[src/rtl/irq_controller.sv]
// Interrupt source front-end: synchronises raw IO lines, latches rising edges as pending,
// and presents one prioritised, maskable request with its entry vector to the CPU.
module irq_controller #(
    parameter logic [31:0] ENTRY2 = 32'h0000_0400,
    parameter logic [31:0] ENTRY1 = 32'h0000_0600,
    parameter logic [31:0] ENTRY0 = 32'h0000_0800
) (
    input  logic        clk,
    input  logic        rst,
    input  logic [2:0]  irq_in,
    input  logic [2:0]  mask,
    input  logic        int_disable,
    input  logic        irq_ack,
    input  logic        eret,
    output logic        irq_req,
    output logic [1:0]  irq_id,
    output logic [31:0] irq_entry,
    output logic [2:0]  pending,
    output logic [2:0]  in_service
);

    typedef enum logic [1:0] {StIdle, StReq, StAckd} state_e;

    state_e      state_q, state_d;
    logic [2:0]  sync1_q, sync2_q, prev_q;
    logic [2:0]  pending_q, pending_d;
    logic [2:0]  in_service_q, in_service_d;
    logic        irq_req_q, irq_req_d;
    logic [1:0]  irq_id_q, irq_id_d;
    logic [31:0] irq_entry_q, irq_entry_d;

    logic [2:0]  edge_det;
    logic [2:0]  allow;
    logic [2:0]  eligible;
    logic        any_eligible;
    logic [1:0]  best_id;
    logic        ack_take;
    logic [2:0]  ack_bit;
    logic [2:0]  eret_clr;

    function automatic logic [31:0] entry_of(logic [1:0] id);
        unique case (id)
            2'd2:    entry_of = ENTRY2;
            2'd1:    entry_of = ENTRY1;
            default: entry_of = ENTRY0;
        endcase
    endfunction

    assign edge_det = sync2_q & ~prev_q;

    // Only sources strictly above the highest in-service source may preempt.
    always_comb begin
        allow = 3'b111;
        if (in_service_q[2]) begin
            allow = 3'b000;
        end else if (in_service_q[1]) begin
            allow = 3'b100;
        end else if (in_service_q[0]) begin
            allow = 3'b110;
        end
    end

    assign eligible     = pending_q & mask & {3{~int_disable}} & allow;
    assign any_eligible = |eligible;

    always_comb begin
        best_id = 2'd0;
        if (eligible[2]) begin
            best_id = 2'd2;
        end else if (eligible[1]) begin
            best_id = 2'd1;
        end
    end

    assign ack_take = (state_q == StReq) && irq_ack;
    assign ack_bit  = 3'b001 << irq_id_q;

    always_comb begin
        eret_clr = 3'b000;
        if (eret) begin
            if (in_service_q[2]) begin
                eret_clr = 3'b100;
            end else if (in_service_q[1]) begin
                eret_clr = 3'b010;
            end else if (in_service_q[0]) begin
                eret_clr = 3'b001;
            end
        end
    end

    // A fresh edge on the acknowledged source wins over the ack clear.
    assign pending_d    = (pending_q & ~(ack_take ? ack_bit : 3'b000)) | edge_det;
    assign in_service_d = (in_service_q & ~eret_clr) | (ack_take ? ack_bit : 3'b000);

    always_comb begin
        state_d     = state_q;
        irq_req_d   = irq_req_q;
        irq_id_d    = irq_id_q;
        irq_entry_d = irq_entry_q;
        unique case (state_q)
            StIdle: begin
                if (any_eligible) begin
                    state_d     = StReq;
                    irq_req_d   = 1'b1;
                    irq_id_d    = best_id;
                    irq_entry_d = entry_of(best_id);
                end
            end
            StReq: begin
                if (irq_ack) begin
                    state_d   = StAckd;
                    irq_req_d = 1'b0;
                end else if (any_eligible) begin
                    irq_id_d    = best_id;
                    irq_entry_d = entry_of(best_id);
                end else begin
                    state_d   = StIdle;
                    irq_req_d = 1'b0;
                end
            end
            StAckd: begin
                // One blanking cycle lets the CPU's int_disable write land first.
                state_d   = StIdle;
                irq_req_d = 1'b0;
            end
            default: begin
                state_d   = StIdle;
                irq_req_d = 1'b0;
            end
        endcase
    end

    always_ff @(posedge clk or posedge rst) begin
        if (rst) begin
            state_q      <= StIdle;
            sync1_q      <= 3'b000;
            sync2_q      <= 3'b000;
            prev_q       <= 3'b000;
            pending_q    <= 3'b000;
            in_service_q <= 3'b000;
            irq_req_q    <= 1'b0;
            irq_id_q     <= 2'd0;
            irq_entry_q  <= ENTRY0;
        end else begin
            state_q      <= state_d;
            sync1_q      <= irq_in;
            sync2_q      <= sync1_q;
            prev_q       <= sync2_q;
            pending_q    <= pending_d;
            in_service_q <= in_service_d;
            irq_req_q    <= irq_req_d;
            irq_id_q     <= irq_id_d;
            irq_entry_q  <= irq_entry_d;
        end
    end

    assign irq_req    = irq_req_q;
    assign irq_id     = irq_id_q;
    assign irq_entry  = irq_entry_q;
    assign pending    = pending_q;
    assign in_service = in_service_q;

endmodule
[config.mk]
export PLATFORM = sky130hd
export DESIGN_NAME = irq_controller
export DESIGN_NICKNAME = d
export VERILOG_FILES = /design/src/rtl/irq_controller.sv
export SDC_FILE = /design/constraint.sdc
export NUM_CORES = 1
export LEC_CHECK = 0
export BUFFER_PORTS_ARGS = -buffer_cell sky130_fd_sc_hd__buf_2
export CORE_UTILIZATION = 43
export CTS_CLUSTER_DIAMETER = 40
export DETAILED_ROUTE_END_ITERATION = 16
export HOLD_SLACK_MARGIN = 0.1
export PLACE_DENSITY = 0.77
export SLEW_MARGIN = 20
export SYNTH_ARGS = -nofsm -noshare
export SYNTH_HDL_FRONTEND = slang
export SYNTH_SLANG_ARGS = --single-unit
[constraint.sdc]
create_clock -name clk -period 2 [get_ports clk]
set_input_delay 0.1 -clock clk [delete_from_list [all_inputs] [get_ports clk]]
set_output_delay 0.1 -clock clk [all_outputs]
set_load 0.02 [all_outputs]
# == Word-level counts from Yosys, hierarchy flattened ==
# Index checks and enable logic that the tools add are counted.
# totals
register_bits,52
input_bits,11
output_inout_bits,41
elab_cells,59
# op_classes
n_eq_ne,6
shifts,1
mux,25
bitwise,12
reduce_logical,6
# ops
cell,count
32-bit two-way mux,2
32-bit one-hot mux with 2 select lines,1
12-bit one-hot mux with 2 select lines,1
3-bit bitwise AND,6
2-bit two-way mux,8
3-bit two-way mux,4
3-bit inverter,3
2-bit one-hot mux with 2 select lines,2
1-bit two-way mux,6
3-bit OR,2
2-bit by 1-bit equality test with 1-bit output (second input constant),2
2-bit != test (second input constant),2
2-bit AND reduction,2
3-bit != test (second input constant),1
3-bit OR reduction,1
1-bit by 2-bit << shifter with 3-bit output (first input constant),1
2-bit equality test (second input constant),1
2-bit zero test,1
1-bit one-hot mux with 2 select lines,1
2-bit nonzero test,1
1-bit logical AND,1
1-bit inverter,1

# == Longest topological paths before layout ==
# logic_depth
ltp_word,11
mapped_depth,3
ltp_nobuf,3

# == Least setup slack after synthesis ==
# Ideal clock, no wire load.
# synth_path
path_type,register -> register
from,"reg in_service_q[2], in the netlist in_service[2]"
to,"reg irq_entry_q[9], in the netlist irq_entry[9]"
setup_ns,0.126
arrival_ns,1.384
t_required_ns,1.874
setup_slack_ns,0.490
stages_incl_launch_ff,4
path_buffers,0
period_less_slack_ns,1.510
path_cell_list,dfrtp_1 or3_4 or2_1 a221o_1
# synth_between
elab_chain_cells,9
word_cells_on_any_way,11
classes_between,eq/ne: 2; mux: 7; bitwise: 1; reduce/logical: 1
# synth_rtl
item,line_no,rtl
start: declaration,27,"logic [2:0] in_service_q, in_service_d;"
start signal: assignment,150,in_service_q <= in_service_d;
3-bit two-way mux *,54,if (in_service_q[2]) begin
3-bit bitwise AND *,63,assign eligible = pending_q & mask & {3{~int_disable}} & allow;
1-bit two-way mux,70,end else if (eligible[1]) begin
2-bit two-way mux,68,if (eligible[2]) begin
2-bit by 1-bit equality test with 1-bit output / 2-bit equality test (equally long branches),42,unique case (id)
12-bit one-hot mux with 2 select lines,42,
32-bit two-way mux *,113,end else if (any_eligible) begin
32-bit two-way mux,110,if (irq_ack) begin
32-bit one-hot mux with 2 select lines *,100,unique case (state_q)
end signal: assignment,153,irq_entry_q <= irq_entry_d;
end: declaration,30,"logic [31:0] irq_entry_q, irq_entry_d;"
# Every way passes the cells marked *; elsewhere a longest branch is shown, timed or not. The select of a mux whose other input is x is not followed.
# A chain may end at the register's enable or synchronous reset.

# == Worst setup path in the final report ==
# Ends and elaborated chain as after synthesis.

==> flow_metrics.py <==
metrics = {
    "clock_network": {
        "clock_latency_ns": 0.29,
        "cts.path.max_buffers": 2,
        "cts-root-buf": "clkbuf_4",
        "cts.clk_slew.worst_paths_ns": 0.11,
        "cts_setup_buffers": 0,
        "post_cts_resized": 0,
        "htree_levels": 1,
        "ctsHoldBuffers": 5,
        "cts_tree": "done",
        "cts.sink_count": 21,
        "cts_buffers": 3,
    },
    "worst_setup_path": {
        "path_class": "reg -> reg",
        "worstSetupEndpointType": "flop",
        "cp_top_family": "simple AND/OR/NAND/NOR gates",
        "path_max_fanout": 5,
        "max_stage_delay_ns": 0.42,
        "cp_data_required_time_ns": 2.19,
        "critPathSlowestCell": "dfrtp_1",
        "crit_arrival_ns": 1.65,
        "critPathBufInv": 0,
        "path_cells": "or3_4 > or2_1 > a221o_1",
        "startpoint_type": "flop",
    },
    "timing": {
        "min_period_ns": 1.46,
        "fin_ws_ns": 0.537,
        "grt_setup_unrepaired": "false",
        "fin_crit_sh_pct": 73.1,
        "fmax_mhz": 684,
        "slew_violations": 0,
        "setup_viol": 0,
        "final-hold-violation-count": 0,
        "skew_ns": 0.00279,
        "setup_tns_ns": 0,
        "maxSlewHeadroom_pct": 49.8,
        "tightest_slew_ns": 0.753,
    },
    "cells_and_area": {
        "nNetsFinal": 130,
        "final_layout_size_suffix_gt1_share_pct": 23.7,
        "area_growth_syn_to_layout_pct": 10.1,
        "post-route-util_pct": 52.8,
        "fin_cells": 145,
        "diodes": 0,
    },
    "route": {
        "ant_nets": 0,
        "drtPass1Iterations": 2,
        "post_drt_wl_per_cell_um": 9.69,
        "vias": 591,
        "drt_iter0_drc": 4,
        "via_per_inst": 4.08,
        "route.detailed.drc": 0,
        "routed_wl_mm": 1.41,
    },
    "placed_design": {
        "placedCellCount": 136,
        "dp_hpwl_mm": 1.06,
        "dpl_worst_slack_ns": 0.555,
        "routabilityCongestion": 0.769,
        "numPortBuffers": 22,
    },
    "synthesis": {
        "synth_top_area_share_pct": 50.6,
        "synth_ff_type": "dfrtp_1",
        "ys_types": 26,
        "syn_area_per_cell_um2": 11.1,
        "synth-seq-area-share_pct": 53.3,
        "synthCells": 89,
        "ys.warnings.count": 0,
        "async_flop_share_pct": 100,
        "ys_ff_latch": 21,
        "ys_top_cells_by_count": "buf_4, dfrtp_1, inv_1",
        "syn_area_um2": 988,
        "synthTopCellsByArea": "dfrtp_1, buf_4, inv_1, dfstp_2, a22o_1",
        "yosysMostFrequentCell": "buf_4",
        "synth.largest_area_cell": "dfrtp_1",
        "synth_edf_count": 0,
    },
    "floorplan": {
        "fp.dieH_um": 49.9,
        "core-area_um2": 2060,
        "rows": 16,
        "die_w_um": 49.9,
        "dieArea_um2": 2490,
        "start_util_pct": 47.9,
        "io-pin-count": 52,
    },
    "global_routing": {
        "grt_pass1_vias": 565,
        "overflow": 0,
        "grt_max_degree": 22,
        "grt_pass1_wl_mm": 2.35,
        "antenna_found_initial": 0,
        "grtUsageTotal_pct": 13.5,
    },
    "pwr": {
        "pwr_density_cell_nw_per_um2": 1210,
        "ir_worst_vdd_uv": 753,
        "p_leak_nw": 0.582,
        "power_mw": 1.32,
    },
    "hold_path": {
        "hp-class": "in -> reg",
    },
    "job": {
        "maxCapViolCount": 0,
    },
    "run_status": {
        "status": "finished clean",
    },
}
==> cell type report <==
class	instances	area, um2
clock buffer	4	26.3
fill	201	973
inverter	8	30.0
multi-input combinational	58	312
sequential	21	527
tap	27	33.8
timing repair buffer	27	160
==> path summary, 6_finish.rpt <==
| kind | start | to | slack [ns] | depth (start not counted) |
|---|---|---|---|---|
| worst min register to register | sync1_q[0] | sync2_q[0] | 0.36 | 0 |
| min in group asynchronous | rst | in_service[2] | 0.47 | 3 |
| worst min-delay path | irq_ack | state_q[1] | 0.15 | 3 |
| worst max register to register | in_service[2] | irq_entry[9] | 0.54 | 3 |
| max in group asynchronous | rst | irq_id[1] | 1.06 | 3 |
| worst max-delay path | in_service[2] | irq_entry[9] | 0.54 | 3 |
==> metal layers <==
layer / share of wire [%] / track usage, % / wire [um] / up-vias
li1: - / - / - / 296
met1: 43 / 13.8 / 604 / 261
met2: 50 / 22.5 / 698 / 32
met3: 5.5 / 3.70 / 77 / 2
met4: 1.7 / 11.4 / 24 / 0
met5: 0 / 0 / 0 / -
==> flip-flops by register name, indices dropped and copies added, names as in the netlist <==
register,flops
state_q,1
irq_req,1
irq_entry,3
pending,3
irq_id,1
prev_q,3
sync1_q,3
sync2_q,3
in_service,3
==> report_power, final <==
part	leakage (nW)	internal (mW)	switching, mW
sequential	0.244	0.532	0.0803
combinational	0.323	0.186	0.325
clock	0.0150	0.0776	0.117
==> cells in the final DEF, fill, tap and decap left out, types with 2 or more instances in the layout <==
master | synthesis | layout
conb_1 | 1 | 29
buf_2 | 0 | 22
dfrtp_1 | 20 | 20
inv_1 | 8 | 8
dlygate4sd3_1 | 0 | 5
nand2_1 | 3 | 3
o21ai_0 | 3 | 3
clkbuf_4 | 0 | 3
nand3b_1 | 2 | 2
o22ai_1 | 2 | 2
o31ai_1 | 2 | 2
a22o_1 | 2 | 2
==> tightest hold or removal path, stage by stage <==
cell and delay (ns):
buf_2 0.10, nand3b_1 0.16, inv_1 0.05
==> cells by family after synthesis <==
group	after synthesis	share of synthesized area, %
DFF	21	53.3
and+or+nand+nor	14	9.75
other	1	0.379
AOI/OAI and AO/OA	15	10.8
buffers and inverters	38	25.8
==> stage by stage <==
stage                     hold slack, ns  instance area [um2]
after CTS                          0.136                 1090
after global placement             0.208                 1010
final                              0.151                 1090
after floorplan                   0.0758                 1090
after detailed placement           0.209                 1010
after global routing               0.174                 1090
No activity file was read; power rests on OpenSTA's default activity.
